==> config.mk <==
export PLATFORM = sky130hd
export DESIGN_NAME = valet_dispatcher
export DESIGN_NICKNAME = d
export VERILOG_FILES = /design/src/rtl/valet_pkg.sv /design/src/rtl/valet_dispatcher.sv
export SDC_FILE = /design/constraint.sdc
export NUM_CORES = 1
export LEC_CHECK = 0
export CAP_MARGIN = 20
export CORE_MARGIN = 2
export CORE_UTILIZATION = 40
export DETAILED_ROUTE_END_ITERATION = 16
export PLACE_DENSITY = 0.76
export SYNTH_ARGS = -nofsm -noshare
export SYNTH_HDL_FRONTEND = slang
export SYNTH_SLANG_ARGS = --single-unit
==> constraint.sdc <==
create_clock -name clk -period 1.67 [get_ports clk]
set_input_delay 0.334 -clock clk [delete_from_list [all_inputs] [get_ports clk]]
set_output_delay 0.334 -clock clk [all_outputs]
set_load 0.02 [all_outputs]
==> src/rtl/valet_pkg.sv <==
// Shared types for the valet dispatcher: request ops, response status codes and FSM states.
package valet_pkg;

  typedef enum logic {
    OP_PARK     = 1'b0,
    OP_RETRIEVE = 1'b1
  } op_e;

  typedef enum logic [1:0] {
    ST_OK   = 2'b00,
    ST_FULL = 2'b01,
    ST_DUP  = 2'b10,
    ST_MISS = 2'b11
  } status_e;

  typedef enum logic [2:0] {
    IDLE,
    PROBE,
    PROBE_CHK,
    COMMIT,
    COMMIT_CHK,
    RESP
  } state_e;

endpackage

==> src/rtl/valet_dispatcher.sv <==
// Desk-side front end for the CAM parking lot: one request in flight, registered lot commands and responses.
// Define VALET_DUP_CHECK_EN to probe the lot for a duplicate tag before every park.
module valet_dispatcher
  import valet_pkg::*;
#(
  parameter int TAG_WIDTH = 16,
  parameter int DEPTH     = 8
) (
  input  logic                       clk,
  input  logic                       rst,
  input  logic                       req_valid,
  output logic                       req_ready,
  input  logic                       req_op,
  input  logic [TAG_WIDTH-1:0]       req_tag,
  output logic                       rsp_valid,
  input  logic                       rsp_ready,
  output logic [1:0]                 rsp_status,
  output logic [TAG_WIDTH-1:0]       rsp_tag,
  output logic [$clog2(DEPTH)-1:0]   rsp_slot,
  output logic                       lot_write_en,
  output logic                       lot_read_en,
  output logic [TAG_WIDTH-1:0]       lot_tag,
  input  logic                       lot_match_found,
  input  logic [TAG_WIDTH-1:0]       lot_tag_out,
  input  logic [$clog2(DEPTH)-1:0]   lot_match_index,
  output logic [$clog2(DEPTH+1)-1:0] occupancy
);

  localparam int OCC_W = $clog2(DEPTH + 1);
  localparam logic [OCC_W-1:0] OCC_FULL = OCC_W'(DEPTH);

  state_e               state;
  op_e                  op_q;
  logic [TAG_WIDTH-1:0] tag_q;

  // Every output is registered: each transition loads the values the next state presents.
  always_ff @(posedge clk) begin
    if (rst) begin
      state        <= IDLE;
      op_q         <= OP_PARK;
      tag_q        <= '0;
      occupancy    <= '0;
      req_ready    <= 1'b0;
      rsp_valid    <= 1'b0;
      rsp_status   <= '0;
      rsp_tag      <= '0;
      rsp_slot     <= '0;
      lot_write_en <= 1'b0;
      lot_read_en  <= 1'b0;
      lot_tag      <= '0;
    end else begin
      case (state)
        IDLE: begin
          req_ready <= 1'b1;
          if (req_valid && req_ready) begin
            req_ready <= 1'b0;
            op_q      <= op_e'(req_op);
            tag_q     <= req_tag;
            lot_tag   <= req_tag;
            if (op_e'(req_op) == OP_RETRIEVE) begin
              lot_read_en <= 1'b1;
              state       <= COMMIT;
`ifdef VALET_DUP_CHECK_EN
            end else begin
              state <= PROBE;
            end
`else
            end else if (occupancy == OCC_FULL) begin
              rsp_valid  <= 1'b1;
              rsp_status <= ST_FULL;
              rsp_tag    <= req_tag;
              rsp_slot   <= '0;
              state      <= RESP;
            end else begin
              lot_write_en <= 1'b1;
              state        <= COMMIT;
            end
`endif
          end
        end

`ifdef VALET_DUP_CHECK_EN
        PROBE: state <= PROBE_CHK;

        // A duplicate outranks FULL so the desk learns the car is already parked.
        PROBE_CHK: begin
          if (lot_match_found || occupancy == OCC_FULL) begin
            rsp_valid  <= 1'b1;
            rsp_status <= lot_match_found ? ST_DUP : ST_FULL;
            rsp_tag    <= tag_q;
            rsp_slot   <= '0;
            state      <= RESP;
          end else begin
            lot_write_en <= 1'b1;
            state        <= COMMIT;
          end
        end
`endif

        COMMIT: begin
          lot_write_en <= 1'b0;
          lot_read_en  <= 1'b0;
          state        <= COMMIT_CHK;
        end

        COMMIT_CHK: begin
          rsp_valid <= 1'b1;
          state     <= RESP;
          if (lot_match_found) begin
            rsp_status <= ST_OK;
            rsp_slot   <= lot_match_index;
            if (op_q == OP_PARK) begin
              rsp_tag <= tag_q;
              if (occupancy != OCC_FULL) occupancy <= occupancy + OCC_W'(1);
            end else begin
              rsp_tag <= lot_tag_out;
              if (occupancy != '0) occupancy <= occupancy - OCC_W'(1);
            end
          end else begin
            rsp_status <= ST_MISS;
            rsp_tag    <= tag_q;
            rsp_slot   <= '0;
          end
        end

        RESP: begin
          if (rsp_ready) begin
            rsp_valid <= 1'b0;
            req_ready <= 1'b1;
            state     <= IDLE;
          end
        end

        default: state <= IDLE;
      endcase
    end
  end

endmodule

# --- After elaboration in Yosys (flattened, before gate mapping) ---
# Index checks and enable logic that the tools add are counted.
word_totals:
  reg_bits: 49
  latch_bits: 0
  ramBits: 0
  romBits: 0
  wordCells: 80
  memories: 0
classes:
  addsub: 2
  n_mul: 0
  div_mod_pow: 0
  n_lt_le_gt_ge: 0
  n_eq_ne: 12
  n_shift: 0
  mux: 39
  bitwise_logic: 0
  n_reduce_logical: 16
op_table:
  columns: ["operator", "count"]
  rows:
  - ["two-way mux 16 bit", 5]
  - ["case mux 16 bit (2 select lines)", 1]
  - ["two-way mux 3 bit", 8]
  - ["two-way mux 4 bit", 3]
  - ["!= test 2 bit, second input constant", 6]
  - ["case mux 3 bit (4 select lines)", 1]
  - ["AND reduction 4 bit", 3]
  - ["two-way mux 1 bit", 11]
  - ["two-way mux 2 bit", 4]
  - ["nonzero test 2 bit", 4]
  - ["== test 3 bit, second input constant", 2]
  - ["case mux 1 bit (2 select lines)", 3]
  - ["case mux 3 bit (2 select lines)", 1]
  - ["AND reduction 2 bit", 3]
  - ["AND reduction 5 bit", 1]
  - ["adder 4 x 1 -> 4 bit, second input constant", 1]
  - ["== test 4 bit, second input constant", 1]
  - ["!= test 4 bit, second input constant", 1]
  - ["case mux 2 bit (2 select lines)", 1]
  - ["nonzero test 4 bit", 1]
  - ["subtractor 4 x 1 -> 4 bit, second input constant", 1]
  - ["== test 3 x 2 -> 1 bit, second input constant", 1]
  - ["zero test 3 bit", 1]
  - ["case mux 1 bit (3 select lines)", 1]
  - ["4 further kinds", 4]

# --- Depth between registers and ports, before layout ---
depth:
  ltp_word: 5
  mapped_depth: 7

# --- Worst setup path before layout ---
# Ideal clock, no wire load.
synth_timing:
  kind: "reg2reg"
  startpoint: "register occupancy[3]"
  endpoint: "register rsp_slot[1]"
  setup_time_ps: 132
  arrival_time_ps: 1719
  required_ps: 1538
  slack_ps: -181
  path_stages_with_launch: 6
  cell_sequence: "dfxtp_1 or4b_4 o31a_1 buf_2 o21ai_1 a21oi_1"
synth_via:
  elab_chain_len: 3
synth_rtl:
  columns: ["element", "line", "rtl"]
  rows:
  - ["start: declaration", "valet_dispatcher.sv:26", "output logic [$clog2(DEPTH+1)-1:0] occupancy"]
  - ["start signal: assignment", "valet_dispatcher.sv:114", "if (occupancy != OCC_FULL) occupancy <= occupancy + OCC_W'(1);"]
  - ["start signal: assignment", "valet_dispatcher.sv:117", "if (occupancy != '0) occupancy <= occupancy - OCC_W'(1);"]
  - ["== test 4 bit", "valet_dispatcher.sv:68", "end else if (occupancy == OCC_FULL) begin"]
  - ["!= test 2 bit (no source line)", null, null]
  - ["AND reduction 4 bit (no source line)", null, null]
  - ["end signal: assignment", "valet_dispatcher.sv:111", "rsp_slot <= lot_match_index;"]
  - ["end: declaration", "valet_dispatcher.sv:19", "output logic [$clog2(DEPTH)-1:0] rsp_slot,"]
# Every way passes these cells.
# A chain may end at the register's enable or synchronous reset.

# --- Final worst setup path ---
layout_timing:
  startpoint: "register occupancy[1]"
  endpoint: "register rsp_tag[14]"
layout_via:
  elab_chain_len: 3
layout_rtl:
  columns: ["element", "line", "rtl"]
  rows:
  - ["== test 4 bit", "valet_dispatcher.sv:68", null]
  - ["!= test 2 bit (no source line)", null, null]
  - ["AND reduction 4 bit (no source line)", null, null]
  - ["end signal: assignment", "valet_dispatcher.sv:71", "rsp_tag <= req_tag;"]
  - ["end signal: assignment", "valet_dispatcher.sv:113", "rsp_tag <= tag_q;"]
  - ["end signal: assignment", "valet_dispatcher.sv:116", "rsp_tag <= lot_tag_out;"]
  - ["end: declaration", "valet_dispatcher.sv:18", "output logic [TAG_WIDTH-1:0] rsp_tag,"]
# Every way passes these cells.

==> flow_metrics.tcl <==
set metrics [dict create \
    cellLeakagePower_nw 1.374 \
    synthCells 261 \
    synth_ff_type "dfxtp_1" \
    grt_setup_unrepaired "true" \
    clkTransAtPathRegs_ns 0.08 \
    ctsHtreeMaxLevel 2 \
    synth.cell_area_um2 2397 \
    cp_max_fo 19 \
    cap_violations 0 \
    nets 403 \
    path_class "flop to flop" \
    root_buffer "clkbuf_8" \
    finalClockSkew_ns 0.006678 \
    final_max_slew_viol_count 0 \
    die_y_um 81.42 \
    worst_pin_slew_ns 0.5380 \
    synth.yosys.seq_area_share_pct 40.92 \
    hold_slack_ns 0.4684 \
    post-route-min-period_ns 1.722 \
    drc 0 \
    grt_max_degree 28 \
    status "finished, violations left" \
    dpl.hpwl_mm 5.111 \
    syn_nets 305 \
    fp.coreArea_um2 5851 \
    multiInputGateArea_um2 1399 \
    yosysMostFrequentCell "dfxtp_1" \
    ys_seq_elements 49 \
    endpoint_kind "flop" \
    yosysUniqueCellTypes 41 \
    fmax_mhz 580.8 \
    cp.arrival_ns 1.88 \
    yosys-top-cells-area "dfxtp_1 41%, mux2i_1 7.5%, a311o_1 6.7%" \
    grt_overflow 0 \
    maxSlewHeadroom_pct 64.14 \
    hold_violations 0 \
    ant_nets 0 \
    cts_tree "done" \
    floorplan.initialDensity_pct 40.98 \
    cts.path.max_buffers 2 \
    power_density_nw_per_um2 636.9 \
    dieArea_um2 6628 \
    first_global_vias 2353 \
    hp-class "flop to flop" \
    ir_drop_uv 383.6 \
    drive_gt1_share_pct 20.89 \
    row_count 28 \
    ff_latch_area_um2 993.5 \
    yosysTopAreaCellShare_pct 40.92 \
    drtPass1Iterations 5 \
    gp_congestion 0.7867 \
    setup_violations 21 \
    vias_per_cell 5.938 \
    dr_total_vias 2577 \
    syn2layout_area_growth_pct 57.15 \
    total_power_mw 2.399 \
    post-route-period-util_pct 103.1 \
    numPortBuffers 85 \
    routed_wl_mm 7.740 \
    wl_per_cell_um 17.83 \
    diodes 0 \
    synth_area_per_cell_um2 9.185 \
    grt_util_all_layers_pct 22.57 \
    cts_inserted_buffers 5 \
    dieWidth_um 81.42 \
    fill_cells 473 \
    dr.first_iter.drc_count 169 \
    num_io_pins 86 \
    yosys.area.top_type "dfxtp_1" \
    clk_latency_ns 0.29 \
    violations "setup timing" \
    grt_pass1_wl_mm 11.43 \
    clkSinkCount 49 \
    antenna_found_initial 0 \
    setup_ws_ns -0.05184 \
    synth-edff-count 0 \
    synth_common_cells "49 x dfxtp_1, 28 x a21oi_1, 22 x nor2_1, 18 x mux2i_1" \
    start_kind "flop" \
    yosys_warnings 0 \
    critPathRequiredTime_ns 1.83 \
    ys_async_sr_fraction_pct 0 \
]
==> state kept, by name (all words and copies together), names as in the netlist <==
register and cells:
rsp_tag 16, tag_q 16, occupancy 4, rsp_slot 3, state 3, rsp_status 2
lot_read_en 1, lot_write_en 1, op_q 1, req_ready 1, rsp_valid 1
==> metal layers <==
layer | track usage [%] | vias up | part of all wire (%) | wire, um
li1 | - | 1188 | - | -
met1 | 29.82 | 1239 | 42 | 3222
met2 | 37.13 | 137 | 49 | 3826
met3 | 3.736 | 13 | 7.1 | 553
met4 | 8.136 | 0 | 1.8 | 137
met5 | 0 | - | 0 | 0
==> critical path, stage by stage, from the launching register on <==
cell and delay, ns:
dfxtp_4 0.35, or4b_4 0.55, o31a_1 0.30, buf_12 0.17, o21ai_1 0.13, a21oi_1 0.09
==> final cells by class <==
cell class,instances,area share (%)
Sequential cell,49,26.37
Tap cell,75,2.491
Clock buffer,7,2.292
Multi-Input combinational cell,179,37.13
Inverter,6,0.5978
Timing Repair Buffer,118,31.12
==> layout by cell type, fill, tap and decap left out, types with 3 or more instances in the layout <==
master / n
clkdlybuf4s50_1: 74
dfxtp_1: 43
a21oi_1: 24
buf_4: 24
nor2_1: 22
mux2i_1: 17
a21boi_0: 16
a311o_1: 16
o2111ai_1: 13
o21ai_1: 13
inv_1: 6
o21ai_2: 6
clkbuf_8: 6
dlymetal6s2s_1: 6
buf_6: 5
nand3_1: 4
nand2_1: 4
a21oi_2: 4
dfxtp_2: 4
dlygate4sd2_1: 4
o2111ai_2: 3
o21ai_0: 3
==> metrics by stage <==
| step | instances | util [%] | TNS, ns | instance area, um^2 | setup WS, ns |
|---|---|---|---|---|---|
| finish | 434 | 64.39 | -0.3747 | 3767 | -0.05184 |
| global route | 434 | 64.39 | -1.957 | 3767 | -0.1419 |
| CTS | 432 | 62.00 | -0.3345 | 3627 | -0.03111 |
| detailed placement | 425 | 59.92 | -6.011 | 3506 | -0.1883 |
| global placement | 425 | 59.92 | -4.490 | 3506 | -0.1370 |
| floorplan | 261 | - | -1.504 | 2429 | -0.1075 |
==> cells by family (layout without fill, tap and decap cells) <==
kind of cell	count (synthesis)	count (layout)	share of synthesized area, %
compound gates	110	110	32.62
flops	49	49	40.92
simple gates	45	45	9.552
buf+inv	33	131	6.419
mux	18	18	7.516
fa+ha+maj	3	3	1.879
xor+xnor	3	3	1.096
==> where the power goes <==
group          internal (mW)  switching, mW
sequential              1.20         0.0306
clock                  0.329          0.357
combinational          0.245          0.239
==> repair_timing <==
item                                    in CTS  in global routing
hold buffers                                 0                  0
pin swaps                                    4                  5
endpoints found under the setup margin      25                 32
cloned                                       0                  2
setup buffers                                0                  0
resized for setup                           19                 31
==> path summary, 6_finish.rpt <==
| kind | slack [ns] | depth (start not counted) | end | from |
|---|---|---|---|---|
| setup / recovery | -0.05 | 5 | rsp_tag[14] | occupancy[1] |
| hold / removal | 0.47 | 2 | rsp_tag[5] | rsp_tag[5] |
| setup reg to reg | -0.05 | 5 | rsp_tag[14] | occupancy[1] |
| hold reg to reg | 0.47 | 2 | rsp_tag[5] | rsp_tag[5] |
(Power assumes the default switching activity.)
